==> src/rtl/demux1x2_32bit_buf.sv <==
// demux1x2_32bit_buf: steers one source to port a (select=1) or port b (select=0),
// each destination buffered by a small valid/ready FIFO.
module demux1x2_32bit_buf #(
  parameter int WIDTH = 32,
  parameter int DEPTH = 2
) (
  input  logic                       clk,
  input  logic                       rst,
  input  logic [WIDTH-1:0]           in_data,
  input  logic                       in_select,
  input  logic                       in_valid,
  output logic                       in_ready,
  output logic [WIDTH-1:0]           a_data,
  output logic                       a_valid,
  input  logic                       a_ready,
  output logic [WIDTH-1:0]           b_data,
  output logic                       b_valid,
  input  logic                       b_ready,
  output logic [$clog2(DEPTH+1)-1:0] a_count,
  output logic [$clog2(DEPTH+1)-1:0] b_count
);
  localparam int CW = $clog2(DEPTH+1);
  localparam int PW = $clog2(DEPTH);
  logic [1:0]            w_sel, w_rdy, w_push, w_pop, w_valid, w_full;
  logic [1:0][CW-1:0]    w_cnt;
  logic [1:0][WIDTH-1:0] w_head;
  // Index 0 is port a, index 1 is port b.
  assign w_sel    = {~in_select, in_select};
  assign w_rdy    = {b_ready, a_ready};
  assign in_ready = |(w_sel & ~w_full);
  assign w_push   = w_sel & {2{in_valid & in_ready}};
  assign w_pop    = w_valid & w_rdy;
  for (genvar g = 0; g < 2; g++) begin : g_fifo
    logic [WIDTH-1:0] r_mem [DEPTH];
    logic [PW-1:0]    r_wp, r_rp;
    logic [CW-1:0]    r_cnt;
    // Storage needs no reset: the head is masked whenever the FIFO is empty.
    always_ff @(posedge clk)
      if (w_push[g]) r_mem[r_wp] <= in_data;
    always_ff @(posedge clk or negedge rst) begin
      if (!rst) begin
        r_wp  <= '0;
        r_rp  <= '0;
        r_cnt <= '0;
      end else begin
        r_wp  <= r_wp + PW'(w_push[g]);
        r_rp  <= r_rp + PW'(w_pop[g]);
        r_cnt <= r_cnt + CW'(w_push[g]) - CW'(w_pop[g]);
      end
    end
    assign w_valid[g] = r_cnt != '0;
    assign w_full[g]  = r_cnt == CW'(DEPTH);
    assign w_cnt[g]   = r_cnt;
    assign w_head[g]  = w_valid[g] ? r_mem[r_rp] : '0;
  end
  assign a_data  = w_head[0];
  assign b_data  = w_head[1];
  assign a_valid = w_valid[0];
  assign b_valid = w_valid[1];
  assign a_count = w_cnt[0];
  assign b_count = w_cnt[1];
endmodule

==> config.mk <==
export PLATFORM = sky130hd
export DESIGN_NAME = demux1x2_32bit_buf
export DESIGN_NICKNAME = d
export VERILOG_FILES = /design/src/rtl/demux1x2_32bit_buf.sv
export SDC_FILE = /design/constraint.sdc
export NUM_CORES = 1
export LEC_CHECK = 0
export CORE_UTILIZATION = 51
export DETAILED_ROUTE_END_ITERATION = 6
export GPL_ROUTABILITY_DRIVEN = 0
export HOLD_SLACK_MARGIN = 0.08
export PLACE_DENSITY = 0.79
export SYNTH_ARGS = -nofsm -noshare
export SYNTH_HDL_FRONTEND = slang
export SYNTH_SLANG_ARGS = --single-unit
==> constraint.sdc <==
create_clock -name clk -period 2.5 [get_ports clk]
set_input_delay 0.25 -clock clk [delete_from_list [all_inputs] [get_ports clk]]
set_output_delay 0.25 -clock clk [all_outputs]
set_load 0.05 [all_outputs]
# == After elaboration in Yosys (flattened, before gate mapping) ==
# Memories as Yosys holds them, arrays and structs flattened.
# Cells that the tools add are included.
# op_classes
addsub,8
n_eq_ne,2
muxes,6
bitwise_logic,6
n_reduce_logical,3
# ops
operator,n
32-bit 2-to-1 mux,2
2-bit AND,3
1-bit adder,4
2-bit by 1-bit adder with 2-bit output,2
2-bit equality test (second input constant),2
1-bit 2-to-1 mux,4
2-bit nonzero test,2
2-bit by 1-bit subtractor with 2-bit output,2
2-bit NOT,1
2-bit OR reduction,1
1-bit AND,1
1-bit NOT,1
# word_totals
ff_bits,8
mem_bits_rw,128
input_bits,38
out_inout_bits,71
wordCells,33
memories,2
# memory_table
name,words,width,rd,rd_clocked_by_memory_dff,wr,line_no,text
g_fifo[0].r_mem,2,32,1,0,1,34,logic [WIDTH-1:0] r_mem [DEPTH];
g_fifo[1].r_mem,2,32,1,0,1,34,

# == Longest topological paths before layout ==
# depth
ltp_word,8
ltp_mapped,7
mapped_depth_nobuf,7

# == Worst setup path before layout ==
# Ideal clock, no wire load.
# synth_path
path_kind,register -> register
start,"register g_fifo[1].r_cnt[0], in the netlist b_count[0]"
end,"memory g_fifo[1].r_mem[1][0], enable pin"
arrival_ps,1926
t_required_ps,2108
setup_slack_ps,182
path_stages_with_launch,4
period_less_slack_ps,2318
path_cell_list,dfrtp_1 -> nand2b_1 -> and3b_1 -> ha_1
# synth_via
elab_chain_cells,8
# synth_lines
element,line_no,text
"start, declared",36,logic [CW-1:0] r_cnt;
"start signal, assigned",48,r_cnt <= r_cnt + CW'(w_push[g]) - CW'(w_pop[g]);
2-bit equality test,52,assign w_full[g] = r_cnt == CW'(DEPTH);
2-bit NOT,30,assign in_ready = |(w_sel & ~w_full);
2-bit AND,30,
2-bit OR reduction,30,
1-bit AND,31,assign w_push = w_sel & {2{in_valid & in_ready}};
2-bit AND,31,
1-bit 2-to-1 mux,39,if (w_push[g]) r_mem[r_wp] <= in_data;
1-bit 2-to-1 mux (not written as such),39,
"end, declared",34,
# No other way between the ends.

# == Final worst setup path ==
# layout_path
start,register g_fifo[1].r_rp
end,output port b_data[27]
# layout_via
elab_chain_cells,2
# layout_lines
element,line_no,text
"start, declared",35,"logic [PW-1:0] r_wp, r_rp;"
"start signal, assigned",47,r_rp <= r_rp + PW'(w_pop[g]);
memory 2 x 32 bit,--,
32-bit 2-to-1 mux,54,assign w_head[g] = w_valid[g] ? r_mem[r_rp] : '0;
"end, declared",16,"output logic [WIDTH-1:0] b_data,"
# No other way between the ends.

==> impl_metrics.json <==
{
  "status": "completed",
  "worst_slew_pin_slew_ns": 0.519,
  "grt_overflow": 0,
  "dp_hpwl_um": 6540,
  "drive_gt1_frac": 0.134,
  "initial_core_util": 0.523,
  "timing.rr.end": "a_count[1]",
  "synth_nets": 359,
  "final-setup-viol-count": 0,
  "hold_class": "in -> reg",
  "startpoint_type": "flip-flop",
  "end_kind": "output port",
  "first_global_vias": 3091,
  "hold_viol": 0,
  "vias": 3026,
  "cp.required_ns": 2.25,
  "critical_path_class": "reg -> out",
  "r2r_start": "a_count[1]",
  "min_path_cells": 1,
  "post-route-period-util": 0.979,
  "clock_latency_ns": 0.51,
  "cp_max_fo": 8,
  "die_h_um": 105,
  "clockBufferDepth": 2,
  "drv_cap": 0,
  "die_w_um": 105,
  "yosys_warnings": 0,
  "synthCells": 313,
  "syn_area_per_cell_sq_um": 17.2,
  "die-area_sq_um": 11000,
  "cts_buffers": 17,
  "slew-limit-headroom": 0.653,
  "synth_seq_cells": 136,
  "worstPathArrival_ns": 2.20,
  "period_minus_slack_ns": 2.45,
  "grt_max_degree": 26,
  "cts_root_buf": "clkbuf_8",
  "dpl_cell_area_sq_um": 6610,
  "startpoint": "g_fifo[1].r_rp",
  "synth_area_sq_um": 5380,
  "ys_seq_area_frac": 0.752,
  "drt-pass1-iter-count": 5,
  "final_util": 0.695,
  "diodes": 0,
  "core-area_sq_um": 10300,
  "fmax_ghz": 0.409,
  "drcViolationCount": 0,
  "drtIter0Drc": 144,
  "io_buffers": 108,
  "finClkSkew_ns": 0.0123,
  "grtUsageTotal": 0.200,
  "num-nets-final": 489,
  "routedWlPerCell_um": 17.4,
  "area_growth_pct": 32.8,
  "tns_ns": 0,
  "io_pins": 109,
  "ant_nets": 0,
  "endpoint": "b_data[27]",
  "r2r_slack_ns": 0.77,
  "antenna_found_initial": 0,
  "drt-vias-per-instance": 5.12,
  "slew_viol_final": 0,
  "finalInstanceArea_sq_um": 7140,
  "r2r_cells": 7,
  "rows": 37,
  "hold_ws_ns": 0.368,
  "cts_tree": "yes",
  "clock_sinks": 136,
  "h-tree-depth": 4,
  "synth_cell_type_count": 21,
  "totalWireLength_um": 10300,
  "grt_pass1_wl_um": 16000,
  "clkSlewWorstSetupHoldPaths_ns": 0.06
}
synth_stat cells:
library cell | number | share of area
and3_1 | 1 | 0.0012
and3b_1 | 1 | 0.0016
buf_12 | 6 | 0.022
buf_2 | 3 | 0.0028
buf_4 | 3 | 0.0042
buf_6 | 2 | 0.0042
dfrtp_1 | 8 | 0.037
edfxtp_1 | 128 | 0.71
ha_1 | 8 | 0.019
inv_1 | 9 | 0.0063
inv_2 | 1 | 0.00070
mux2_2 | 1 | 0.0021
mux2i_1 | 64 | 0.12
nand2b_1 | 2 | 0.0023
nand3_1 | 1 | 0.00093
nand3b_1 | 1 | 0.0014
nor2_1 | 62 | 0.043
nor2_2 | 3 | 0.0035
nor2_4 | 1 | 0.0021
o21ai_1 | 2 | 0.0019
xnor2_1 | 6 | 0.0098
cell type report:
class | instances | area, sq um
fill | 715 | 3130
clock inverter | 13 | 106
sequential | 136 | 4050
timing repair buffer | 125 | 1230
tap | 136 | 170
multi-input combinational | 153 | 1130
inverter | 10 | 37.5
clock buffer | 18 | 418
state kept, by name, indices dropped and copies added, names as in the netlist:
name / count
g_fifo.r_mem: 128
a_count: 2
b_count: 2
g_fifo.r_rp: 2
g_fifo.r_wp: 2
stage by stage:
stage	std cells	worst slack (ns)
5_1_grt	591	-0.0257
2_1_floorplan	313	0.182
3_3_place_gp	559	0.446
3_5_place_dp	559	0.426
4_1_cts	591	0.00141
6_report	591	0.0535
how the worst min path moves through the flow:
stage                      from                      to  slack, ns
global placement            rst              a_count[0]       0.56
global route         in_data[4]   g_fifo[0].r_mem[0][4]       0.36
finish              in_data[24]  g_fifo[0].r_mem[1][24]       0.37
CTS                 in_data[24]  g_fifo[0].r_mem[1][24]       0.34
floorplan                   rst              a_count[0]      -0.05
detailed placement          rst          g_fifo[1].r_wp       0.57
cell usage in the layout, fill, tap and decap left out, drive strengths merged:
cell type | netlist | layout
bufinv | 0 | 1
clkdlybuf4s50 | 0 | 51
mux2 | 1 | 1
dlymetal6s2s | 0 | 17
ha | 8 | 8
dfrtp | 8 | 8
buf | 14 | 22
inv | 10 | 12
nand2b | 2 | 2
nand3b | 1 | 1
o21ai | 2 | 2
clkbuf | 0 | 18
dlygate4sd2 | 0 | 34
xnor2 | 6 | 6
nor2 | 66 | 66
and3 | 1 | 1
dlygate4sd3 | 0 | 1
mux2i | 64 | 64
and3b | 1 | 1
nand3 | 1 | 1
clkinvlp | 0 | 2
clkinv | 0 | 8
edfxtp | 128 | 128
critical path, stage by stage (launching register included):
cell and delay [ns]:
dfrtp_2 0.42, buf_4 0.19, mux2i_1 0.14, nor2_1 0.12, clkdlybuf4s50_1 0.82
layer usage:
| metal | GRT usage | part of all wire | up-vias | wire length [um] |
|---|---|---|---|---|
| met3 | 0.0661 | 0.060 | 11 | 622 |
| met2 | 0.347 | 0.52 | 105 | 5320 |
| met1 | 0.235 | 0.42 | 1507 | 4280 |
| met4 | 0.0634 | 0.0070 | 0 | 72 |
| li1 | - | - | 1403 | - |
| met5 | 0 | 0 | - | 0 |
what timing repair did:
item | 4_1_cts | 5_1_grt
endpoints found under the setup margin | 34 | 17
gates cloned | 0 | 0
buffers inserted | 0 | 0
resized for setup | 34 | 17
hold buffers | 1 | 0
endpoints found under the hold margin | 8 | 0
kinds of logic (layout without fill, tap and decap cells):
group	count (synthesis)	in the layout	share of synthesized area
XOR/XNOR	6	6	0.00977
multiplexers	65	65	0.121
flip-flops	136	136	0.752
buffers and inverters	24	166	0.0405
AO/OA/AOI/OAI	2	2	0.00186
AND/OR/NAND/NOR	72	72	0.0563
adder cells (fa/ha/maj)	8	8	0.0186
Power is left out: the tool's default activity adds up to more than one toggle a clock period on the data nets, which glitch-free logic cannot reach.
